[config.mk]
export PLATFORM = sky130hd
export DESIGN_NAME = spi_frame_sequencer_flat
export DESIGN_NICKNAME = d
export VERILOG_FILES = /design/src/rtl/spi_seq_pkg.sv /design/src/rtl/spi_frame_sequencer_if.sv /design/src/rtl/spi_seq_delay.sv /design/src/rtl/spi_frame_sequencer.sv /design/src/flat_wrapper.sv
export SDC_FILE = /design/constraint.sdc
export NUM_CORES = 1
export LEC_CHECK = 0
export ABC_AREA = 1
export CORE_MARGIN = 3
export CORE_UTILIZATION = 53
export DETAILED_ROUTE_END_ITERATION = 10
export PLACE_DENSITY = 0.78
export SYNTH_ARGS = -nofsm -noshare
export SYNTH_HDL_FRONTEND = slang
export SYNTH_SLANG_ARGS = --single-unit
[constraint.sdc]
create_clock -name clk -period 1.6 [get_ports clk]
set_input_delay 0.32 -clock clk [delete_from_list [all_inputs] [get_ports clk]]
set_output_delay 0.32 -clock clk [all_outputs]
set_load 0.05 [all_outputs]
[src/rtl/spi_seq_pkg.sv]
// Shared types and helpers for the SPI frame sequencer: state encoding and byte formatting.
package spi_seq_pkg;

  localparam int unsigned VAL_W  = 14;
  localparam logic [1:0]  HI_PAD = 2'b00;

  typedef enum logic [2:0] {
    StIdle,
    StSetup,
    StSend0,
    StWait0,
    StGap,
    StSend1,
    StWait1,
    StHold
  } seq_state_t;

  // High byte of a counter snapshot: top six value bits behind a zero pad.
  function automatic logic [7:0] hi_byte(logic [VAL_W-1:0] v);
    return {HI_PAD, v[VAL_W-1:8]};
  endfunction

endpackage

[src/rtl/spi_frame_sequencer_if.sv]
// Byte-engine side of the sequencer: byte data, start/done handshake and slave select.
interface spi_frame_sequencer_if;
  logic [7:0] tx_data;
  logic       tx_start;
  logic       tx_done;
  logic       ss_n;

  modport master (output tx_data, output tx_start, output ss_n, input tx_done);
  modport slave  (input tx_data, input tx_start, input ss_n, output tx_done);
endinterface

[src/rtl/spi_seq_delay.sv]
// 8-bit load/count-down timer; zero is high once the loaded count has run out.
module spi_seq_delay (
  input  logic       clk,
  input  logic       reset,
  input  logic       load,
  input  logic [7:0] load_val,
  output logic       zero
);

  logic [7:0] cnt_q;

  always_ff @(posedge clk or negedge reset) begin
    if (!reset) begin
      cnt_q <= '0;
    end else if (load) begin
      cnt_q <= load_val;
    end else if (cnt_q != 8'd0) begin
      cnt_q <= cnt_q - 8'd1;
    end
  end

  assign zero = (cnt_q == 8'd0);

endmodule

[src/rtl/spi_frame_sequencer.sv]
// Frames each new 14-bit counter value as a two-byte SPI transaction, coalescing updates that
// arrive while a frame is in flight.
module spi_frame_sequencer
  import spi_seq_pkg::*;
#(
  parameter int unsigned CS_SETUP = 4,
  parameter int unsigned BYTE_GAP = 2,
  parameter int unsigned CS_HOLD  = 4
) (
  input  logic                  clk,
  input  logic                  reset,
  input  logic                  run,
  input  logic                  clear,
  input  logic [VAL_W-1:0]      value,
  input  logic                  value_upd,
  input  logic                  overrun_clr,
  spi_frame_sequencer_if.master spi,
  output logic                  busy,
  output logic [7:0]            frame_cnt,
  output logic                  overrun
);

  // Timer reload values are one less than the phase length: the load cycle counts as the first.
  localparam logic [7:0] SetupLd = 8'(CS_SETUP - 1);
  localparam logic [7:0] GapLd   = (BYTE_GAP > 0) ? 8'(BYTE_GAP - 1) : 8'd0;
  localparam logic [7:0] HoldLd  = 8'(CS_HOLD - 1);

  seq_state_t       state_q, state_d;
  logic [VAL_W-1:0] pend_val_q, pend_val_d, snap_q, snap_d, load_val;
  logic             pend_flag_q, pend_flag_d, overrun_q, overrun_d;
  logic [7:0]       tx_data_q, tx_data_d, frame_cnt_q, frame_cnt_d, tmr_val;
  logic             tx_start_q, tx_start_d, ss_n_q, ss_n_d, busy_q, busy_d;
  logic             load_any, consume, tmr_load, tmr_zero;

  assign load_any = clear | (value_upd & run);
  assign load_val = clear ? '0 : value;
  assign consume  = (state_q == StIdle) & pend_flag_q;

  always_comb begin
    pend_val_d  = pend_val_q;
    pend_flag_d = pend_flag_q;
    overrun_d   = overrun_q;
    if (consume) pend_flag_d = 1'b0;
    // A load in the consume cycle refills the slot without counting as an overrun.
    if (load_any) begin
      pend_val_d  = load_val;
      pend_flag_d = 1'b1;
    end
    if (overrun_clr) overrun_d = 1'b0;
    if (load_any && pend_flag_q && !consume) overrun_d = 1'b1;
  end

  always_comb begin
    state_d     = state_q;
    snap_d      = snap_q;
    tx_data_d   = tx_data_q;
    tx_start_d  = 1'b0;
    frame_cnt_d = frame_cnt_q;
    tmr_load    = 1'b0;
    tmr_val     = 8'd0;
    unique case (state_q)
      StIdle: if (pend_flag_q) begin
        snap_d   = pend_val_q;
        tmr_load = 1'b1;
        tmr_val  = SetupLd;
        state_d  = StSetup;
      end
      StSetup: if (tmr_zero) begin
        state_d    = StSend0;
        tx_start_d = 1'b1;
        tx_data_d  = hi_byte(snap_q);
      end
      StSend0: state_d = StWait0;
      StWait0: if (spi.tx_done) begin
        if (BYTE_GAP == 0) begin
          state_d    = StSend1;
          tx_start_d = 1'b1;
          tx_data_d  = snap_q[7:0];
        end else begin
          state_d  = StGap;
          tmr_load = 1'b1;
          tmr_val  = GapLd;
        end
      end
      StGap: if (tmr_zero) begin
        state_d    = StSend1;
        tx_start_d = 1'b1;
        tx_data_d  = snap_q[7:0];
      end
      StSend1: state_d = StWait1;
      StWait1: if (spi.tx_done) begin
        state_d  = StHold;
        tmr_load = 1'b1;
        tmr_val  = HoldLd;
      end
      StHold: if (tmr_zero) begin
        state_d     = StIdle;
        frame_cnt_d = frame_cnt_q + 8'd1;
      end
      default: state_d = StIdle;
    endcase
    ss_n_d = (state_d == StIdle);
    busy_d = (state_d != StIdle);
  end

  always_ff @(posedge clk or negedge reset) begin
    if (!reset) begin
      state_q     <= StIdle;
      pend_val_q  <= '0;
      pend_flag_q <= 1'b0;
      snap_q      <= '0;
      overrun_q   <= 1'b0;
      tx_data_q   <= 8'd0;
      tx_start_q  <= 1'b0;
      ss_n_q      <= 1'b1;
      busy_q      <= 1'b0;
      frame_cnt_q <= 8'd0;
    end else begin
      state_q     <= state_d;
      pend_val_q  <= pend_val_d;
      pend_flag_q <= pend_flag_d;
      snap_q      <= snap_d;
      overrun_q   <= overrun_d;
      tx_data_q   <= tx_data_d;
      tx_start_q  <= tx_start_d;
      ss_n_q      <= ss_n_d;
      busy_q      <= busy_d;
      frame_cnt_q <= frame_cnt_d;
    end
  end

  spi_seq_delay u_delay (
    .clk      (clk),
    .reset    (reset),
    .load     (tmr_load),
    .load_val (tmr_val),
    .zero     (tmr_zero)
  );

  assign spi.tx_data  = tx_data_q;
  assign spi.tx_start = tx_start_q;
  assign spi.ss_n     = ss_n_q;
  assign busy         = busy_q;
  assign frame_cnt    = frame_cnt_q;
  assign overrun      = overrun_q;

endmodule

[src/flat_wrapper.sv]
// flat-port wrapper written by rule: the top's interface ports become plain ports
module spi_frame_sequencer_flat import spi_seq_pkg::*;
#(
  parameter int unsigned CS_SETUP = 4,
  parameter int unsigned BYTE_GAP = 2,
  parameter int unsigned CS_HOLD  = 4
)
  (clk, reset, run, clear, value, value_upd, overrun_clr, busy, frame_cnt, overrun, spi_tx_data, spi_tx_start, spi_ss_n, spi_tx_done);
  spi_frame_sequencer_if spi_i ();
  input  logic clk;
  input  logic reset;
  input  logic run;
  input  logic clear;
  input  logic [VAL_W-1:0] value;
  input  logic value_upd;
  input  logic overrun_clr;
  output logic busy;
  output logic [7:0] frame_cnt;
  output logic overrun;
  output wire logic [$bits(spi_i.tx_data)-1:0] spi_tx_data;
  output wire logic [$bits(spi_i.tx_start)-1:0] spi_tx_start;
  output wire logic [$bits(spi_i.ss_n)-1:0] spi_ss_n;
  input wire logic [$bits(spi_i.tx_done)-1:0] spi_tx_done;
  assign spi_tx_data = spi_i.tx_data;
  assign spi_tx_start = spi_i.tx_start;
  assign spi_ss_n = spi_i.ss_n;
  assign spi_i.tx_done = spi_tx_done;
  spi_frame_sequencer #(.CS_SETUP(CS_SETUP), .BYTE_GAP(BYTE_GAP), .CS_HOLD(CS_HOLD)) u_core (.clk(clk), .reset(reset), .run(run), .clear(clear), .value(value), .value_upd(value_upd), .overrun_clr(overrun_clr), .spi(spi_i), .busy(busy), .frame_cnt(frame_cnt), .overrun(overrun));
endmodule
==> run_results.csv, run 1 <==
group,metric,value,unit
worst_setup_path,cpLargestDelayFamily,"simple AND/OR/NAND/NOR gates",
worst_setup_path,path_class,"flop to flop",
cells_and_area,diodes,0,
clock_network,clock_sinks,60,
floorplan,die-area,6074,um^2
power,powerDensity,1759,nW/um^2
route,postRouteAntennaNets,0,
logic_synthesis,ys_ff_latch,60,
route,first_iter_violations,124,
global_routing,antenna_found_initial,0,
clock_network,clk_latency,340,ps
timing,fin_crit_sh,0.9366,
placed_design,gp_congestion,0.9732,
clock_network,clk_pin_slew,70,ps
route,vias,2120,
global_routing,grt_first_pass_wirelength,9045,um
timing,fmax,667.3,MHz
floorplan,io-pin-count,41,
cells_and_area,syn2layout_area_growth,30.47,%
cells_and_area,final_util,0.7381,
floorplan,initial_utilization,0.5657,
job,max_cap_violations,0,
worst_hold_path,worstHoldStart,"u_core.snap_q[12]$_DFFE_PN0P_",
cells_and_area,layout_common_cells,"69 x nand2_1, 59 x dfrtp_1, 49 x inv_1",
logic_synthesis,yosysSeqAreaShare,0.5479,
global_routing,grt_usage,0.1915,
clock_network,cts.path.max_buffers,2,
floorplan,die_w,77.94,um
clock_network,post_cts_buffers,0,
route,routedWlPerCell,12.23,um
floorplan,core,4848,um^2
power,power,6.294,mW
worst_setup_path,critical_path_buf_inv_count,1,
worst_setup_path,endpoint_kind,"flop",
global_routing,grt.overflow.total,0,
timing,fin_skew,7.494,ps
route,drt_pre_antenna_iters,4,
logic_synthesis,synth_area_per_cell,9.052,um^2
logic_synthesis,synth_cell_type_count,32,
cells_and_area,drive_gt1_frac,0.1828,
global_routing,grt_max_degree,61,
worst_setup_path,r2r_start,"u_core.u_delay.cnt_q[1]$_DFFE_PN0P_",
worst_setup_path,critPathLaunch,"u_core.u_delay.cnt_q[1]$_DFFE_PN0P_",
run_status,status,"finished clean",
clock_network,cts_buffers,9,
timing,rsz0062_at_grt,"no",
power,cellLeakagePower,1.734,nW
route,wl,5233,um
worst_setup_path,cp_max_fo,8,
global_routing,grt_pass1_vias,2049,
clock_network,htreeDepth,3,
placed_design,portBuffers,40,
logic_synthesis,yosysWarnings,0,
route,routed_via_density,4.953,
timing,worstMarginPinSlew,393.8,ps
floorplan,fp-row-count,25,
worst_setup_path,start_kind,"flop",
worst_setup_path,worstPathCellList,"inv_1 > ha_4 > nand3_2 > nor2_4 > nand4_2 > o21ai_0 > nand2_1",
worst_setup_path,crit_path_top_delay_cell,"dfrtp_1",
clock_network,cts_tree,"built",
timing,hold_viol,0,
placed_design,dpl.hpwl,3788,um
route,drc_errors,0,
logic_synthesis,syn-cell-area,2743,um^2
timing,finalSetupViolCount,0,
worst_setup_path,crit_arrival,1720,ps
cells_and_area,final_common_cell,"nand2_1",
worst_setup_path,worst_path_largest_cell_delay,370,ps
timing,maxSlewHeadroom,0.7372,
logic_synthesis,synthCells,303,
worst_setup_path,crit_required,1820,ps
logic_synthesis,syn-num-nets,326,
floorplan,chipHeight,77.94,um
timing,period_needed,1499,ps
clock_network,cts-root-buf,"clkbuf_8",
worst_hold_path,hold_class,"flop to flop",
timing,final_max_slew_viol_count,0,
power,ir_drop,1.080,mV
cells_and_area,nets,379,
==> worst register-to-register path, delay by kind of cell, from the launching register on <==
family	cells	cell delay, ps
simple gates	4	530
fa+ha+maj	1	190
flops	1	370
compound gates	1	180
buf+inv	1	120
==> Yosys cell counts <==
master,n,area (um^2)
nand3_2,2,20.02
buf_4,2,15.01
inv_1,49,183.9
nand4_1,3,18.77
ha_1,2,25.02
buf_2,2,10.01
o22ai_1,15,93.84
nand4_2,2,25.02
dfrtp_1,59,1476
nor2_1,18,67.56
nand2_1,69,259.0
nand2_8,1,20.02
nor3_4,1,16.27
clkbuf_1,3,11.26
nor3_2,1,10.01
dfstp_2,1,26.28
nor2_4,3,33.78
o21ai_1,5,25.02
o21ai_0,23,115.1
a211oi_1,1,7.510
a21oi_1,6,30.03
xnor2_1,2,17.52
buf_6,1,11.26
nor2_2,1,6.260
o21ai_4,1,16.27
xor2_1,6,52.55
nor3_1,2,10.01
inv_2,3,11.26
mux2i_1,6,60.06
or2_2,1,6.260
nand2_2,1,6.260
nand3_1,11,55.05
==> metrics by stage <==
| stage | std cells | instance area (um^2) | TNS [ps] | setup WS, ps | hold WS, ps |
|---|---|---|---|---|---|
| after global routing | 428 | 3578 | 0 | 7.489 | 511.8 |
| final | 428 | 3578 | 0 | 101.4 | 488.3 |
| after CTS | 428 | 3565 | 0 | 40.68 | 494.2 |
| after global placement | 411 | 3317 | 0 | 55.17 | 345.1 |
| after floorplan | 303 | 2743 | 0 | 112.2 | 24.41 |
| after detailed placement | 411 | 3317 | -2.326 | -2.326 | 350.3 |
==> routing by layer <==
layer,part of all wire,vias to the layer above,GRT usage
li1,-,1072,-
met1,0.43,983,0.2232
met2,0.50,57,0.3202
met3,0.054,8,0.06032
met4,0.014,0,0.09091
met5,0,-,0
==> logic make-up after synthesis <==
family | after synthesis | synth area share
buffers and inverters | 60 | 0.08850
flip-flops | 60 | 0.5479
multiplexers | 6 | 0.02190
AO/OA/AOI/OAI | 51 | 0.1049
AND/OR/NAND/NOR | 116 | 0.2021
adder cells (fa/ha/maj) | 2 | 0.009123
XOR/XNOR | 8 | 0.02555
==> registers in the layout (all words and copies together) (netlist names) <==
signal                flops
u_core.spi.ss_n           1
u_core.frame_cnt          8
u_core.snap_q            14
u_core.pend_flag_q        1
u_core.spi.tx_start       1
u_core.state_q            3
u_core.u_delay.cnt_q      8
u_core.busy               1
u_core.pend_val_q        14
u_core.overrun            1
u_core.spi.tx_data        8
==> layout make-up <==
cell class / instances / area, um^2
flip-flops and latches: 60 / 1503
fillers: 352 / 1270
multi-input cells: 183 / 1013
repair buffers: 50 / 548.0
inverters: 52 / 195.2
clock buffers: 11 / 151.4
clock inverters: 5 / 83.83
well taps: 67 / 83.83
==> where the power goes <==
part | switching (mW) | leakage, nW | total [mW] | internal, mW
Sequential | 0.315 | 0.791 | 2.26 | 1.94
Combinational | 1.57 | 0.831 | 2.46 | 0.891
Clock | 0.614 | 0.112 | 1.58 | 0.964
==> final timing paths <==
path,end,slack (ps),cells after the start
setup / recovery,u_core.frame_cnt[4]$_DFFE_PN0P_,100,7
hold / removal,u_core.snap_q[12]$_DFFE_PN0P_,490,2
setup reg to reg,u_core.frame_cnt[4]$_DFFE_PN0P_,100,7
hold reg to reg,u_core.snap_q[12]$_DFFE_PN0P_,490,2
max in group asynchronous,u_core.spi.ss_n$_DFF_PN1_,770,3
min in group asynchronous,u_core.u_delay.cnt_q[5]$_DFFE_PN0P_,510,3
==> repair_timing <==
item | in CTS | in global routing
gates resized for setup | 1 | 2
endpoints found under the hold margin | 59 | 0
hold buffers | 1 | 0
pin swaps | 0 | 1
gates cloned | 0 | 0
endpoints found under the setup margin | 1 | 14
No activity file was read; power rests on OpenSTA's default activity.
==> inputs of run 2 (changes only) <==
--- a/config.mk
+++ b/config.mk
@@ -6,10 +6,14 @@
 export NUM_CORES = 1
 export LEC_CHECK = 0
 export ABC_AREA = 1
+export CELL_PAD_IN_SITES_DETAIL_PLACEMENT = 1
+export CELL_PAD_IN_SITES_GLOBAL_PLACEMENT = 2
 export CORE_MARGIN = 3
-export CORE_UTILIZATION = 53
+export CORE_UTILIZATION = 33
 export DETAILED_ROUTE_END_ITERATION = 10
-export PLACE_DENSITY = 0.78
+export MAX_ROUTING_LAYER = met4
+export PLACE_DENSITY_LB_ADDON = 0.1
+export SKIP_CTS_REPAIR_TIMING = 1
 export SYNTH_ARGS = -nofsm -noshare
 export SYNTH_HDL_FRONTEND = slang
 export SYNTH_SLANG_ARGS = --single-unit
==> run_results.csv, run 2 (synthesized netlist as in run 1, its figures left out) <==
group,metric,value,unit
cells_and_area,layout_common_cells,"67 x nand2_1, 57 x dfrtp_1, 47 x inv_1",
placed_design,place_area,3411,um^2
timing,fin_skew,11.03,ps
job,max_cap_violations,0,
timing,finalSetupViolCount,0,
power,powerDensity,1714,nW/um^2
power,internal-power,3.770,mW
worst_hold_path,hold_class,"flop to flop",
timing,fin_crit_sh,0.9384,
timing,final_max_slew_viol_count,0,
timing,hold_viol,0,
floorplan,chipHeight,97.17,um
timing,rsz0062_at_grt,"yes",
route,drt_pre_antenna_iters,4,
cells_and_area,final_util,0.4700,
timing,worstMarginPinSlew,496.0,ps
worst_setup_path,cp_max_fo,8,
cells_and_area,instances_no_fill,475,
timing,period_needed,1501,ps
cells_and_area,syn2layout_area_growth,35.17,%
route,wl,6464,um
worst_setup_path,worstPathCellList,"inv_2 > ha_4 > nand2_2 > nor3_4 > inv_2 > nor2_4 > buf_4 > xor2_1",
global_routing,grt_pass1_vias,2311,
global_routing,antenna_found_initial,0,
clock_network,cts.path.max_buffers,2,
route,drc_errors,0,
floorplan,die-area,9441,um^2
timing,maxSlewHeadroom,0.6675,
floorplan,initial_utilization,0.3477,
cells_and_area,final_area,3707,um^2
route,routed_via_density,4.632,
worst_hold_path,whs_path_depth,2,
power,comb_power_share,0.419,
placed_design,dpl.hpwl,4643,um
placed_design,portBuffers,40,
route,postRouteAntennaNets,0,
global_routing,grt_usage,0.1503,
power,ir_drop,0.4905,mV
clock_network,cts-root-buf,"clkbuf_8",
global_routing,grt_first_pass_wirelength,10960,um
power,netSwitchingFraction,0.4068,
floorplan,fp-row-count,32,
worst_setup_path,start_kind,"flop",
clock_network,clock_sinks,60,
worst_setup_path,crit_top_cell,"inv_2",
clock_network,cts_buffers,9,
route,vias,2200,
worst_setup_path,endpoint_kind,"flop",
clock_network,htreeDepth,3,
worst_setup_path,reg2regPathDepth,8,
floorplan,core,7888,um^2
clock_network,clk_latency,340,ps
cells_and_area,fill_cells,906,
timing,fmax,666.0,MHz
clock_network,clk_pin_slew,70,ps
worst_setup_path,path_class,"flop to flop",
global_routing,grt_max_degree,61,
cells_and_area,reg_top3,"u_core.pend_val_q: 14 flops, u_core.snap_q: 14 flops",
worst_setup_path,crit_required,1860,ps
clock_network,cts_tree,"built",
power,p_switching,2.586,mW
power,clockPowerShare,0.221,
cells_and_area,nets,391,
placed_design,gp_congestion,0.8021,
placed_design,dp_cells,451,
floorplan,io-pin-count,41,
route,routedWlPerCell,13.61,um
cells_and_area,diodes,0,
run_status,status,"finished clean",
cells_and_area,final_common_cell,"nand2_1",
worst_setup_path,crit_path_top_delay_cell,"dfrtp_1",
worst_setup_path,crit_arrival,1770,ps
route,first_iter_violations,64,
floorplan,die_w,97.17,um
global_routing,grt.overflow.total,0,
power,power_frac_seq,0.361,
power,cellLeakagePower,1.779,nW
cells_and_area,drive_gt1_frac,0.2279,
worst_setup_path,worst_path_largest_cell_delay,370,ps
[run 2: changes by cell type in the layout (fill, tap and decap cells not counted), sizes merged]
cell,previous run,this run
clkinvlp,2,1
clkbuf,11,12
buf,30,41
bufinv,2,1
o21ai,29,30
clkinv,1,2
[run 2: critical path, delay by kind of cell (launching register included)]
kind | cells | cell delay (ps)
and+or+nand+nor | 3 | 430
adders and majority gates | 1 | 180
DFF | 1 | 370
buffers and inverters | 3 | 300
xor gates and xnor gates | 1 | 140
[run 2: worst paths after layout]
kind / from / end / slack [ps]
worst min-delay path: u_core.spi.tx_data[7]$_DFFE_PN0P_ / u_core.spi.tx_data[7]$_DFFE_PN0P_ / 480
min in group asynchronous: reset / u_core.u_delay.cnt_q[1]$_DFFE_PN0P_ / 510
worst max-delay path: u_core.u_delay.cnt_q[1]$_DFFE_PN0P_ / u_core.frame_cnt[0]$_DFFE_PN0P_ / 100
max in group asynchronous: reset / u_core.spi.ss_n$_DFF_PN1_ / 770
worst max register to register: u_core.u_delay.cnt_q[1]$_DFFE_PN0P_ / u_core.frame_cnt[0]$_DFFE_PN0P_ / 100
worst min register to register: u_core.spi.tx_data[7]$_DFFE_PN0P_ / u_core.spi.tx_data[7]$_DFFE_PN0P_ / 480
[run 2: metal layers]
layer / share of wire / up-vias / wire [um] / track usage
met5: 0 / - / 0 / -
met4: 0.019 / 0 / 123 / 0.07451
met3: 0.029 / 9 / 189 / 0.02943
met2: 0.53 / 33 / 3397 / 0.2569
met1: 0.43 / 1067 / 2754 / 0.1674
li1: - / 1091 / - / -
[run 2: stage by stage]
step | worst slack [ps] | hold slack (ps) | TNS [ps] | power (mW)
after detailed placement | -60.77 | 353.6 | -319.4 | 4.886
final | 98.54 | 481.6 | 0 | 6.356
after floorplan | 112.2 | 24.41 | 0 | 3.939
after CTS | -86.91 | -26.07 | -556.4 | 6.320
after global routing | -31.37 | 520.2 | -38.97 | 6.820
after global placement | -24.24 | 360.0 | -63.32 | 4.821
[run 2: final cells by class]
class / count / area, um^2 / share of cell area
Clock buffer: 12 / 155.1 / 0.04185
Clock inverter: 4 / 47.55 / 0.01282
Inverter: 52 / 195.2 / 0.05265
Multi-Input combinational cell: 184 / 1033 / 0.2788
Sequential cell: 60 / 1505 / 0.4060
Tap cell: 102 / 127.6 / 0.03442
Timing Repair Buffer: 61 / 643.1 / 0.1735
[run 2: power groups by stage]
stage / sequential [mW] / combinational, mW / clock [mW]
after floorplan: 2.68 / 1.26 / 0
after global placement: 2.31 / 2.51 / 0
after detailed placement: 2.32 / 2.57 / 0
after CTS: 2.29 / 2.57 / 1.45
after global routing: 2.36 / 2.94 / 1.52
final: 2.29 / 2.66 / 1.40
